**config.mk**
```make
export PLATFORM = sky130hd
export DESIGN_NAME = bin2bcd_seq
export DESIGN_NICKNAME = d
export VERILOG_FILES = /design/src/rtl/bin2bcd_seq_pkg.sv /design/src/rtl/bin2bcd_seq_digit_adj.sv /design/src/rtl/bin2bcd_seq.sv
export SDC_FILE = /design/constraint.sdc
export NUM_CORES = 1
export LEC_CHECK = 0
export ABC_AREA = 1
export ABC_CLOCK_PERIOD_IN_PS = 1270
export CAP_MARGIN = 15
export CORE_MARGIN = 2
export CORE_UTILIZATION = 40
export CTS_CLUSTER_SIZE = 25
export DETAILED_ROUTE_END_ITERATION = 7
export PLACE_DENSITY = 0.64
export SYNTH_ARGS = -nofsm -noshare
export SYNTH_HDL_FRONTEND = slang
export SYNTH_SLANG_ARGS = --single-unit
```
**constraint.sdc**
```tcl
create_clock -name clk -period 1.27 [get_ports clk]
set_input_delay 0.381 -clock clk [delete_from_list [all_inputs] [get_ports clk]]
set_output_delay 0.381 -clock clk [all_outputs]
set_load 0.01 [all_outputs]
```
**src/rtl/bin2bcd_seq_pkg.sv**
```systemverilog
// Shared constants and elaboration helpers for the sequential binary-to-BCD converter.
package bin2bcd_seq_pkg;

  localparam int unsigned BCD_DIGIT_W = 4;

  localparam logic [0:0] ST_IDLE  = 1'b0;
  localparam logic [0:0] ST_SHIFT = 1'b1;

  localparam logic [BCD_DIGIT_W-1:0] BCD_ADJ_THRESH = 4'd5;
  localparam logic [BCD_DIGIT_W-1:0] BCD_ADJ_ADD    = 4'd3;

  // True when an operand of bin_w bits can exceed 10^digits-1, i.e. ovf can ever be set.
  function automatic bit ovf_possible(int unsigned bin_w, int unsigned digits);
    longint unsigned p;
    longint unsigned max_val;
    if (bin_w >= 60) return 1'b1;
    max_val = (64'd1 << bin_w) - 64'd1;
    p = 64'd1;
    for (int unsigned i = 0; i < digits; i++) begin
      p = p * 64'd10;
      if (p > max_val) return 1'b0;
    end
    return 1'b1;
  endfunction

endpackage

```
**src/rtl/bin2bcd_seq_digit_adj.sv**
```systemverilog
// Double-dabble digit correction: adds 3 to a BCD scratch digit of 5 or more.
module bin2bcd_seq_digit_adj
  import bin2bcd_seq_pkg::*;
(
  input  logic [BCD_DIGIT_W-1:0] digit,
  output logic [BCD_DIGIT_W-1:0] digit_adj_c
);

  assign digit_adj_c = (digit >= BCD_ADJ_THRESH) ? digit + BCD_ADJ_ADD : digit;

endmodule

```
**src/rtl/bin2bcd_seq.sv**
```systemverilog
// Sequential binary-to-BCD converter (shift-add-3), one operand bit per clock.
module bin2bcd_seq
  import bin2bcd_seq_pkg::*;
#(
  parameter int unsigned BIN_W  = 8,
  parameter int unsigned DIGITS = 3
) (
  input  logic                          clk,
  input  logic                          rst,
  input  logic                          start,
  input  logic [BIN_W-1:0]              bin_in,
  output logic                          busy,
  output logic                          done,
  output logic [BCD_DIGIT_W*DIGITS-1:0] bcd_out,
  output logic                          ovf
);

  localparam int unsigned CNT_W = $clog2(BIN_W + 1);
  localparam int unsigned BCD_W = BCD_DIGIT_W * DIGITS;
  localparam bit          OVF_POSSIBLE = ovf_possible(BIN_W, DIGITS);

  if (BIN_W < 1 || DIGITS < 1) begin : g_param_check
    $error("bin2bcd_seq: BIN_W and DIGITS must both be at least 1");
  end

  logic [0:0]       state, state_nxt;
  logic [CNT_W-1:0] cnt, cnt_nxt;
  logic [BIN_W-1:0] bin_sr, bin_sr_nxt;
  logic [BCD_W-1:0] dig_sr, dig_sr_nxt;
  logic             ovf_acc, ovf_acc_nxt;
  logic             busy_nxt, done_nxt, ovf_nxt;
  logic [BCD_W-1:0] bcd_out_nxt;

  logic [BCD_W-1:0] dig_adj;
  logic [BCD_W-1:0] dig_shift;
  logic [BIN_W-1:0] bin_shift;
  logic             carry_out;

  for (genvar g = 0; g < DIGITS; g++) begin : g_adj
    bin2bcd_seq_digit_adj u_adj (
      .digit       (dig_sr[g*BCD_DIGIT_W +: BCD_DIGIT_W]),
      .digit_adj_c (dig_adj[g*BCD_DIGIT_W +: BCD_DIGIT_W])
    );
  end

  // One double-dabble step: shift {digits, bin} left by one after correction.
  assign carry_out = dig_adj[BCD_W-1];
  assign dig_shift = BCD_W'({dig_adj, bin_sr[BIN_W-1]});
  assign bin_shift = BIN_W'({bin_sr, 1'b0});

  always_comb begin
    state_nxt   = state;
    cnt_nxt     = cnt;
    bin_sr_nxt  = bin_sr;
    dig_sr_nxt  = dig_sr;
    ovf_acc_nxt = ovf_acc;
    busy_nxt    = busy;
    done_nxt    = 1'b0;
    bcd_out_nxt = bcd_out;
    ovf_nxt     = ovf;
    case (state)
      ST_IDLE: begin
        busy_nxt = 1'b0;
        if (start) begin
          bin_sr_nxt  = bin_in;
          dig_sr_nxt  = '0;
          ovf_acc_nxt = 1'b0;
          cnt_nxt     = CNT_W'(BIN_W);
          busy_nxt    = 1'b1;
          state_nxt   = ST_SHIFT;
        end
      end
      ST_SHIFT: begin
        bin_sr_nxt  = bin_shift;
        dig_sr_nxt  = dig_shift;
        ovf_acc_nxt = ovf_acc | carry_out;
        cnt_nxt     = cnt - CNT_W'(1);
        if (cnt == CNT_W'(1)) begin
          bcd_out_nxt = dig_shift;
          ovf_nxt     = OVF_POSSIBLE & (ovf_acc | carry_out);
          done_nxt    = 1'b1;
          busy_nxt    = 1'b0;
          state_nxt   = ST_IDLE;
        end
      end
      default: begin
        busy_nxt  = 1'b0;
        state_nxt = ST_IDLE;
      end
    endcase
  end

  always_ff @(posedge clk) begin
    if (rst) begin
      state   <= ST_IDLE;
      cnt     <= '0;
      bin_sr  <= '0;
      dig_sr  <= '0;
      ovf_acc <= 1'b0;
      busy    <= 1'b0;
      done    <= 1'b0;
      bcd_out <= '0;
      ovf     <= 1'b0;
    end else begin
      state   <= state_nxt;
      cnt     <= cnt_nxt;
      bin_sr  <= bin_sr_nxt;
      dig_sr  <= dig_sr_nxt;
      ovf_acc <= ovf_acc_nxt;
      busy    <= busy_nxt;
      done    <= done_nxt;
      bcd_out <= bcd_out_nxt;
      ovf     <= ovf_nxt;
    end
  end

endmodule

```
# Word-level counts from Yosys, hierarchy flattened
# Cells that the tools add are included.
# W data, S select, Z words.
dict set report word_totals {
  output_inout_bits 15
  inputBits 11
  register_bits 39
  word_cells 35
}
dict set report op_classes {
  n_reduce_logical 2
  n_lt_le_gt_ge 3
  addsub 4
  n_bitwise 1
  eq_ne 3
  muxes 15
}
# operator n
set op_table {}
lappend op_table {{$pmux W12 S2} 1}
lappend op_table {{$pmux W8 S2} 1}
lappend op_table {{$ge A4 B3 Y1 const B} 3}
lappend op_table {{$mux W12} 1}
lappend op_table {{$mux W4} 3}
lappend op_table {{$add A4 B2 Y4 const B} 2}
lappend op_table {{$mux W8} 1}
lappend op_table {{$pmux W4 S2} 1}
lappend op_table {{$eq A4 B1 Y1 const B} 1}
lappend op_table {{$mux W1} 4}
lappend op_table {{$pmux W1 S2} 2}
lappend op_table {{$sub A4 B1 Y4 const B} 1}
lappend op_table {{$add A3 B2 Y3 const B} 1}
lappend op_table {{$mux W3} 1}
lappend op_table {{$ne A2 B1 Y1 const B} 1}
lappend op_table {{$ne A2 B2 Y1 const B} 1}
lappend op_table {{$reduce_and A2 Y1} 1}
lappend op_table {{$reduce_or A2 Y1} 1}
lappend op_table {{$not A1 Y1} 1}

# Depth between registers and ports, before layout
# Gate-level depths: netlist (run 1).
dict set report logic_depth {
  depth_word 3
  depth_mapped 9
  depth_no_buf 8
}

# Hierarchy
# Synthesis (run 1) repeated with hierarchy kept, for this count alone.
dict set report unflattened {
  hier_cells 276
  hier_area_um2 1911.8
}
# module cells_each instances area_each_um2
set by_module_without_submodules {}
lappend by_module_without_submodules {bin2bcd_seq 207 1 1506.4}
lappend by_module_without_submodules {bin2bcd_seq_digit_adj 23 3 135.1}

# Worst setup path before layout (run 1)
# OpenSTA, ideal clock, no wires.
dict set report synth_path {
  path_kind {register to register}
  start {register cnt[0]}
  end {register bcd_out[4]}
  synth_period_minus_slack_ns 1.223
  setup_time_ns 0.113
  n_path_buf 1
  arrival_ns 1.110
  stages_incl_launch_ff 9
  slack_ns 0.047
  path_cell_list {dfxtp_1 ha_1 nor3b_2 nand2_1 nand2_1 inv_2 buf_6 nand2_1 nand2_1}
}
dict set report synth_via {
  elab_chain_len 2
}
# element line_no
set synth_lines {}
lappend synth_lines {{start: declaration} bin2bcd_seq.sv:27} ;# logic [CNT_W-1:0] cnt, cnt_nxt;
lappend synth_lines {{start signal: assignment} bin2bcd_seq.sv:106} ;# cnt <= cnt_nxt;
lappend synth_lines {{$eq A4 B1 Y1} bin2bcd_seq.sv:78} ;# if (cnt == CNT_W'(1)) begin
lappend synth_lines {{$reduce_and A2 Y1 (no line)} -}
lappend synth_lines {{end signal: assignment} bin2bcd_seq.sv:112} ;# bcd_out <= bcd_out_nxt;
lappend synth_lines {{end: declaration} bin2bcd_seq.sv:14} ;# output logic [BCD_DIGIT_W*DIGITS-1:0] bcd_out,
# Every way passes these cells.
# A chain may end at the register's enable or synchronous reset.

# Final worst setup path (run 1)
dict set report layout_path {
  start {register cnt[1]}
  end {register bcd_out[4]}
}
# The elaborated chain is that of the path after synthesis.

==> results.cfg, run 1 <==
[timing]
setup_viol = 15
hold_viol = 0
fin_ws_ps = -47.6
report.final.slew_viol_count = 0
final.period_utilization_pct = 104
fmax_mhz = 759
rsz0062_at_grt = yes
period_minus_slack_ps = 1320
finClkSkew_ps = 6.29

[clock_tree]
ctsHoldBuffers = 0
clock_path_buffers = 2
clkTransAtPathRegs_ps = 70
ctsHtreeMaxLevel = 2
cts_buffers = 5
cts_root_buffer = clkbuf_8
worst_skew_pair.late_latency_ps = 300
cts_sinks = 39
cts_tree = done

[global_route]
grt-busiest-layer = met2
grt_pass1_wl_um = 6760
antenna_found_initial = 0
grt_usage_pct = 17.1
met3_usage_pct = 4.42
grt-ovfl-total = 0
grt_util_met1_pct = 21.5
use_met2_pct = 26.6
grt_max_degree = 19
grt_pass1_vias = 1604

[setup_path]
worstReg2RegStart = cnt[1]
end_kind = flop
critical_path_class = reg2reg
r2r_end = bcd_out[4]
ff2ff_setup_slack_ps = -50
cp.arrival_ps = 1570
reg2reg_depth = 7
crit_path_start_kind = flop
path_delay_family = simple AND/OR/NAND/NOR gates
cp_cell_sequence = inv_2 > ha_4 > nor3b_4 > nand3_4 > clkinvlp_4 > nand3_1 > nand2_1
crit_fanout = 6
crit_slowest_cell = dfxtp_2
required_ps = 1520
critPathMaxStageDelay_ps = 320
worst-path-buf-inv = 2

[power]
seqPwrFrac_pct = 51.6
internal_power_mw = 1.90
power.density_nw_per_um2 = 1020
power_frac_comb_pct = 11.9
clock_power_share_pct = 36.5
p_leak_nw = 1.08
vdd_drop_max_mv = 0.673
power_switching_mw = 0.622
p_sw_share_pct = 24.7

[route]
first_pass_iters = 4
vias_per_cell = 5.05
route.detailed.drc = 0
drt_iter0_drc = 144
drt-wirelength-per-cell_um = 12.5
drt_wl_total_um = 4140
ant_nets = 0
vias = 1678

[status]
status = complete, but fails checks
violations = setup timing

[placement]
place_inst = 318
place.port_buffers = 24
dp_hpwl_um = 2570
place_area_sq_um = 2140
place.gp.congestion = 0.794
dp_slack_ps = -248

[hold_path]
hp-start = bcd_out[5]
worstHoldEndpoint = bcd_out[5]
min_path_cells = 2
hold_class = reg2reg

[floorplanning]
initial_utilization_pct = 41.0
rows = 24
io_pins = 26
fp.dieArea_sq_um = 4980
die_width_um = 70.6
core_sq_um = 4320
die_h_um = 70.6

[finish]
diodes = 0
fin_cells = 332
final_util_pct = 57.1
drive_gt1_share_pct = 36.1
fill_cells = 426
area_delta_synth_final_pct = 39.3
fin_area_sq_um = 2470
finish.net_count = 298

[job]
drv_cap = 0

[synthesis]
synth-seq-cells = 39
synthTopCellsByArea = dfxtp_1 (44%), nand2_1 (14%), nand3_1 (7.1%)
ys.flop_type = dfxtp_1
synth-seq-area-share_pct = 44.0
ys_top_cells_by_count = nand2_1 (67), dfxtp_1 (39), nand3_1 (25)
syn_area_sq_um = 1770
ys_types = 23
avgSynthCellArea_sq_um = 7.55
synth-warning-count = 0
synth_top_area_share_pct = 44.0
syn_inst = 235
async_reset_ff_share_pct = 0
synth_edf_count = 0
synth.largest_area_cell = dfxtp_1
synth_nets = 254
yosysMostFrequentCell = nand2_1
-- worst reg2reg max path: cells and delay by family (launching register included) --
family	cells	cell delay, ps
and+or+nand+nor	4	580
DFF	1	320
buffers and inverters	2	240
adders and majority gates	1	130
-- routing by layer --
metal | up-vias | wire length, um
li1 | 875 | -
met1 | 761 | 2000
met2 | 34 | 1890
met3 | 8 | 163
met4 | 0 | 89
met5 | - | 0
-- logic make-up after synthesis --
family | share of synthesized area, %
AO/OA/AOI/OAI | 11.3
adder cells (fa/ha/maj) | 5.64
buffers and inverters | 8.81
flip-flops | 44.0
multiplexers | 0.564
other | 0.211
AND/OR/NAND/NOR | 29.5
-- cell type report --
type / instances / area, sq um / area share, %
Multi-Input combinational cell: 164 / 1040 / 42.1
Timing Repair Buffer: 45 / 359 / 14.5
Sequential cell: 39 / 795 / 32.2
Tap cell: 52 / 65.1 / 2.63
Clock buffer: 8 / 100 / 4.05
Timing Repair inverter: 2 / 13.8 / 0.557
Inverter: 22 / 97.6 / 3.95
-- power groups by stage --
stage	registers, mW	clock network [mW]	logic [mW]
finish	1.30	0.922	0.300
global route	1.31	1.00	0.329
CTS	1.30	0.944	0.285
detailed placement	1.32	0	0.252
global placement	1.32	0	0.249
floorplan	1.32	0	0.157
-- worst max-delay path by stage --
stage | startpoint | end | slack [ps] | cells after the start
2_1_floorplan | cnt[0] | bcd_out[4] | 50 | 8
3_3_place_gp | rst | bcd_out[1] | -260 | 6
3_5_place_dp | rst | bcd_out[1] | -250 | 6
4_1_cts | cnt[1] | busy | -10 | 7
5_1_grt | cnt[1] | bcd_out[8] | -120 | 7
6_report | cnt[1] | bcd_out[4] | -50 | 7
-- flip-flops by register name, summed over array words and instances, names as in the netlist --
register	count
cnt	4
dig_sr	12
bin_sr	8
busy	1
bcd_out	12
state	1
done	1
-- cells in the final DEF (no fill, tap or decap), drive strengths merged, types with 6 or more instances in the layout --
cell,count
buf,21
clkdlybuf4s50,10
nand2,68
nand4,6
nor3,9
clkbuf,18
dfxtp,39
nand3,25
o21ai,9
nor2,9
ha,8
o221ai,6
inv,23
a21oi,19
-- metrics by stage --
step                setup TNS [ps]  hold WS (ps)  power [mW]
detailed placement           -7420           442        1.57
CTS                          -18.8           454        2.53
floorplan                        0           436        1.48
finish                        -356           449        2.52
global route                 -1370           471        2.64
global placement             -6820           428        1.57
-- timing repair --
| action | CTS | global route |
|---|---|---|
| setup endpoints to repair | 30 | 41 |
| gates resized for setup | 51 | 63 |
| setup buffers | 3 | 2 |
| gates cloned | 2 | 0 |
| pin swaps | 5 | 10 |
Note: power is estimated with default switching activity, not from simulation.
==> inputs of run 2 (changes only) <==
Settings changed: CAP_MARGIN 15 to 30.
==> results of run 2 <==
Same layout as run 1: the final DEF is identical, and so are final timing and power.
